==> src/rtl/key_event_arbiter_if.sv <==
// Event-stream handshake between the key front-end and its consumer FSM.
// The master side produces events; the slave side consumes them and clears OVERFLOW.
interface key_event_arbiter_if #(
  parameter int FIFO_DEPTH = 4
);
  localparam int CW = $clog2(FIFO_DEPTH) + 1;

  logic          EVT_VALID;
  logic          EVT_READY;
  logic [1:0]    EVT_KEY;
  logic [CW-1:0] FIFO_COUNT;
  logic          OVERFLOW;
  logic          CLR_OVF;

  modport master (
    input  EVT_READY, CLR_OVF,
    output EVT_VALID, EVT_KEY, FIFO_COUNT, OVERFLOW
  );

  modport slave (
    output EVT_READY, CLR_OVF,
    input  EVT_VALID, EVT_KEY, FIFO_COUNT, OVERFLOW
  );
endinterface

==> src/rtl/key_event_arbiter.sv <==
// Push-button front end: sync, debounce, press detect, round-robin arbitration
// and an event FIFO delivering one key index at a time over valid/ready.
module key_event_arbiter #(
  parameter int DEBOUNCE_CYCLES = 1,
  parameter int FIFO_DEPTH      = 4
) (
  input  logic                CLOCK_50,
  input  logic                RESET_N,
  input  logic [3:0]          KEY,
  key_event_arbiter_if.master evt
);
  localparam int         AW      = $clog2(FIFO_DEPTH);
  localparam int         CW      = AW + 1;
  localparam logic [7:0] DB_LAST = 8'(DEBOUNCE_CYCLES - 1);

  logic [3:0]    sync1, sync2;
  logic [3:0]    level, level_q;
  logic [7:0]    db_cnt [4];
  logic [3:0]    pending, press, grant_mask, pending_next;
  logic [1:0]    last_grant, grant_idx, cand;
  logic          grant_valid, drop, pop, can_push, overflow;
  logic [1:0]    mem [FIFO_DEPTH];
  logic [AW-1:0] wr_ptr, rd_ptr;
  logic [CW-1:0] count;

  always_ff @(posedge CLOCK_50 or negedge RESET_N) begin
    if (!RESET_N) begin
      sync1 <= '0;
      sync2 <= '0;
    end else begin
      sync1 <= KEY;
      sync2 <= sync1;
    end
  end

  // level_q lags level by one cycle so a press is seen the cycle after the flip
  always_ff @(posedge CLOCK_50 or negedge RESET_N) begin
    if (!RESET_N) begin
      level   <= '0;
      level_q <= '0;
      for (int k = 0; k < 4; k++) db_cnt[k] <= '0;
    end else begin
      level_q <= level;
      for (int k = 0; k < 4; k++) begin
        if (sync2[k] == level[k]) begin
          db_cnt[k] <= '0;
        end else if (db_cnt[k] == DB_LAST) begin
          level[k]  <= sync2[k];
          db_cnt[k] <= '0;
        end else begin
          db_cnt[k] <= db_cnt[k] + 8'd1;
        end
      end
    end
  end

  assign press    = level & ~level_q;
  assign pop      = (count != '0) && evt.EVT_READY;
  assign can_push = (count < CW'(FIFO_DEPTH)) || pop;

  always_comb begin
    grant_valid = 1'b0;
    grant_idx   = 2'd0;
    cand        = 2'd0;
    if (can_push) begin
      for (int j = 1; j <= 4; j++) begin
        cand = last_grant + 2'(j);
        if (!grant_valid && pending[cand]) begin
          grant_valid = 1'b1;
          grant_idx   = cand;
        end
      end
    end
  end

  // A press only collides when its flag survives this cycle's grant
  assign grant_mask   = grant_valid ? (4'b0001 << grant_idx) : 4'b0000;
  assign drop         = |(press & pending & ~grant_mask);
  assign pending_next = (pending & ~grant_mask) | press;

  always_ff @(posedge CLOCK_50 or negedge RESET_N) begin
    if (!RESET_N) begin
      pending    <= '0;
      last_grant <= 2'd3;
      overflow   <= 1'b0;
    end else begin
      pending <= pending_next;
      if (grant_valid) last_grant <= grant_idx;
      if (drop) overflow <= 1'b1;
      else if (evt.CLR_OVF) overflow <= 1'b0;
    end
  end

  always_ff @(posedge CLOCK_50 or negedge RESET_N) begin
    if (!RESET_N) begin
      wr_ptr <= '0;
      rd_ptr <= '0;
      count  <= '0;
    end else begin
      if (grant_valid) wr_ptr <= wr_ptr + AW'(1);
      if (pop) rd_ptr <= rd_ptr + AW'(1);
      case ({grant_valid, pop})
        2'b10:   count <= count + CW'(1);
        2'b01:   count <= count - CW'(1);
        default: count <= count;
      endcase
    end
  end

  always_ff @(posedge CLOCK_50) begin
    if (grant_valid) mem[wr_ptr] <= grant_idx;
  end

  assign evt.EVT_VALID  = (count != '0);
  assign evt.EVT_KEY    = (count != '0) ? mem[rd_ptr] : 2'd0;
  assign evt.FIFO_COUNT = count;
  assign evt.OVERFLOW   = overflow;
endmodule

==> src/flat_wrapper.sv <==
// flat-port wrapper written by rule: the top's interface ports become plain ports
module key_event_arbiter_flat 
#(
  parameter int DEBOUNCE_CYCLES = 1,
  parameter int FIFO_DEPTH      = 4
)
  (CLOCK_50, RESET_N, KEY, evt_EVT_READY, evt_CLR_OVF, evt_EVT_VALID, evt_EVT_KEY, evt_FIFO_COUNT, evt_OVERFLOW);
  key_event_arbiter_if #(.FIFO_DEPTH(FIFO_DEPTH)) evt_i ();
  input  logic CLOCK_50;
  input  logic RESET_N;
  input  logic [3:0] KEY;
  input wire logic [$bits(evt_i.EVT_READY)-1:0] evt_EVT_READY;
  input wire logic [$bits(evt_i.CLR_OVF)-1:0] evt_CLR_OVF;
  output wire logic [$bits(evt_i.EVT_VALID)-1:0] evt_EVT_VALID;
  output wire logic [$bits(evt_i.EVT_KEY)-1:0] evt_EVT_KEY;
  output wire logic [$bits(evt_i.FIFO_COUNT)-1:0] evt_FIFO_COUNT;
  output wire logic [$bits(evt_i.OVERFLOW)-1:0] evt_OVERFLOW;
  assign evt_i.EVT_READY = evt_EVT_READY;
  assign evt_i.CLR_OVF = evt_CLR_OVF;
  assign evt_EVT_VALID = evt_i.EVT_VALID;
  assign evt_EVT_KEY = evt_i.EVT_KEY;
  assign evt_FIFO_COUNT = evt_i.FIFO_COUNT;
  assign evt_OVERFLOW = evt_i.OVERFLOW;
  key_event_arbiter #(.DEBOUNCE_CYCLES(DEBOUNCE_CYCLES), .FIFO_DEPTH(FIFO_DEPTH)) u_core (.CLOCK_50(CLOCK_50), .RESET_N(RESET_N), .KEY(KEY), .evt(evt_i));
endmodule
==> config.mk <==
export PLATFORM = sky130hd
export DESIGN_NAME = key_event_arbiter_flat
export DESIGN_NICKNAME = d
export VERILOG_FILES = /design/src/rtl/key_event_arbiter_if.sv /design/src/rtl/key_event_arbiter.sv /design/src/flat_wrapper.sv
export SDC_FILE = /design/constraint.sdc
export NUM_CORES = 1
export LEC_CHECK = 0
export CAP_MARGIN = 20
export CORE_MARGIN = 4
export CORE_UTILIZATION = 45
export CTS_CLUSTER_SIZE = 28
export DETAILED_ROUTE_END_ITERATION = 7
export GPL_ROUTABILITY_DRIVEN = 0
export HOLD_SLACK_MARGIN = 0.12
export MAX_ROUTING_LAYER = met4
export PLACE_DENSITY = 0.58
export SETUP_SLACK_MARGIN = 0.4
export SLEW_MARGIN = 15
export SYNTH_ARGS = -nofsm -noshare
export SYNTH_HDL_FRONTEND = slang
export SYNTH_SLANG_ARGS = --single-unit
==> constraint.sdc <==
create_clock -name CLOCK_50 -period 2.5 [get_ports CLOCK_50]
set_clock_uncertainty 0.1 [all_clocks]
set_input_delay 0.5 -clock CLOCK_50 [delete_from_list [all_inputs] [get_ports CLOCK_50]]
set_output_delay 0.5 -clock CLOCK_50 [all_outputs]
set_load 0.005 [all_outputs]
==> results.cfg <==
[yosys]
synth_top_area_share_pct = 46.4
yosys.area.top_type = dfrtp_1
synth_seq_area_share_pct = 55.5
syn_area_um2 = 3240
async_flop_share_pct = 88.6
ys.warnings.count = 0
ys_seq_elements = 70
synth_compound_area_share_pct = 5.96
avgSynthCellArea_um2 = 11.6
synth-simple-area-share_pct = 18.1
synthAdderAreaFrac_pct = 5.65
synth_fp_nets = 300
synth_edf_count = 8
synth_xor_area_share_pct = 9.20
synth_cell_type_count = 45
netlist_instances = 278
synth_top_family_by_area = simple AND/OR/NAND/NOR gates
ys.flop_type = dfrtp_1
synthMuxAreaShare_pct = 2.78
ys_top_cells_by_area = dfrtp_1, edfxtp_1, xor2_1

[placed_design]
placedCellCount = 393
io_buffers = 14
pre_cts_ws_ps = 25.2
hpwl_um = 3570

[power_and_ir_drop]
p_switching_w = 0.00111
power_leakage_nw = 1.72
pwr-share-clk_pct = 29.1
p_int_w = 0.00274
combPwrFrac_pct = 29.4
peakVddDrop_mv = 0.403
power.switching_fraction_pct = 28.9
p_per_area_nw_per_um2 = 998
power_frac_seq_pct = 41.5

[timing]
whs_ps = 251
hold_viol = 0
setup_slack_ps = 350
drv_slew = 0
finalCriticalPeriod_ps = 2150
worst_slew_pin_slew_ps = 576
finalSetupViolations = 0
maxSlewHeadroom_pct = 61.6
tns_ps = 0
period_share_pct = 86.0
rsz0062_at_grt = true
max_freq_mhz = 465

[final_layout]
layout-drive-gt1-share_pct = 18.2
fin_util_pct = 55.9
antenna_cells = 0
final_common_cell = dfrtp_1
nNetsFinal = 336
final_cell_count_no_fill = 415
layout_common_cells = dfrtp_1, nor2_1, xor2_1, inv_1, nand3_1
area_growth_pct = 19.4

[worst_hold_path]
hold_class = register to register

[global_route]
grt_first_pass_wirelength_um = 9200
grt_pass1_vias = 1972
grtUsageMet3_pct = 5.44
grt.overflow.total = 0
antenna_found_initial = 0
grt_max_degree = 37
use_met2_pct = 19.5
use_met1_pct = 18.6
grt_busiest_layer = met2
track_usage_pct = 13.9

[floorplan]
num_rows = 30
fp.dieW_um = 92.8
die_area_um2 = 8610
core_um2 = 6910
die_y_um = 92.8
ios = 15
start_util_pct = 46.8

[detailed_routing]
routed_wirelength_um = 5180
drtIter0Drc = 122
via_per_inst = 4.82
wire_per_inst_um = 12.5
vias = 1999
final_antenna_net_count = 0
first_pass_iters = 4
route.detailed.drc = 0

[critical_path]
crit_type = register to primary output
arrival_ps = 1550
cpPeakStageDelay_ps = 470
worst_setup_path_end_kind = primary output
critPathLaunchType = register
cp_data_required_time_ps = 1900
slowest_stage = mux4_2
path_cells = buf_6 > mux4_2 > and2_4 > buf_2
crit_path_max_fanout = 2

[clocking]
path_clk_slew_ps = 70
cts_tree = done
clkSinkCount = 70
h-tree-depth = 3
clk_path_buf_depth = 2
clkLatencyLatePin_ps = 330
numCtsBuffers = 9
cts_root_buf = clkbuf_8

[outcome]
status = complete, no violations

[run]
drv_cap = 0
worst max-delay path: cells and delay by family, from the launching register on:
| family | cells | cell delay, ps |
|---|---|---|
| buffers and inverters | 2 | 220 |
| flip-flops | 1 | 390 |
| multiplexers | 1 | 470 |
| AND/OR/NAND/NOR | 1 | 140 |
area by class of cell:
| class | count | area [um2] |
|---|---|---|
| clock inverter | 5 | 105 |
| fill | 626 | 3040 |
| tap | 96 | 120 |
| multi-input combinational | 185 | 1370 |
| inverter | 21 | 78.8 |
| clock buffer | 11 | 151 |
| timing repair buffer | 27 | 240 |
| sequential | 70 | 1800 |
through the flow:
step,power (W),area (um2)
after global routing,0.00413,3860
after floorplan,0.00229,3240
after global placement,0.00267,3540
after detailed placement,0.00270,3540
final,0.00386,3860
after CTS,0.00390,3850
synth_stat cells (2+ instances only):
master / count
dfrtp_1: 60
inv_1: 21
xor2_1: 25
a21oi_1: 2
or4b_1: 2
and3_1: 13
nand3_1: 18
nor2b_1: 4
and2_1: 9
a31oi_1: 3
dfstp_2: 2
a21o_1: 2
nand2_1: 9
edfxtp_1: 8
nor2_1: 32
nand2b_1: 3
o21ai_0: 5
or4_1: 2
mux2_2: 4
nand3b_1: 2
o22ai_1: 3
or3_1: 2
ha_1: 13
nor4b_1: 3
nor3_1: 2
xnor2_1: 9
mux4_2: 2
state kept, by name, summed over array words and instances (netlist names), 3 cells and up:
register / cells
u_core.evt.FIFO_COUNT: 3
u_core.level: 4
u_core.mem: 8
u_core.pending: 4
u_core.db_cnt: 32
u_core.sync2: 4
u_core.sync1: 4
u_core.level_q: 4
per-layer routing:
layer / part of all wire, % / vias to the layer above
met5: 0 / -
li1: - / 1017
met4: 0.66 / 0
met1: 50 / 944
met2: 45 / 34
met3: 4.5 / 4
repair_timing:
item                       4_1_cts  5_1_grt
pin swaps                        3        1
hold endpoints to repair        22        0
setup endpoints to repair        5       19
setup buffers                    4        1
hold buffers                     1        0
resized for setup               16        5
cell families after synthesis:
kind of cell / Yosys count
AOI/OAI and AO/OA: 23
xor gates and xnor gates: 34
adders and majority gates: 14
buffers and inverters: 23
DFF: 70
muxes: 6
and+or+nand+nor: 108
final timing paths:
kind	from	end	cells past startpoint	slack, ps
setup / recovery	u_core.rd_ptr[0]	evt_EVT_KEY[1]	4	350
hold / removal	u_core.sync1[2]	u_core.sync2[2]	0	250
setup reg to reg	u_core.evt.FIFO_COUNT[1]	u_core.evt.FIFO_COUNT[2]	8	460
hold reg to reg	u_core.sync1[2]	u_core.sync2[2]	0	250
max in group asynchronous	RESET_N	u_core.last_grant[0]	3	1060
min in group asynchronous	RESET_N	u_core.rd_ptr[1]	2	600
power by group through the flow:
stage	sequential (W)	combinational, W	clock [W]
detailed placement	0.00163	0.00107	0
global route	0.00163	0.00127	0.00122
CTS	0.00159	0.00114	0.00116
floorplan	0.00157	0.000723	0
global placement	0.00162	0.00105	0
finish	0.00160	0.00113	0.00112
Note: power is estimated with default switching activity, not from simulation.
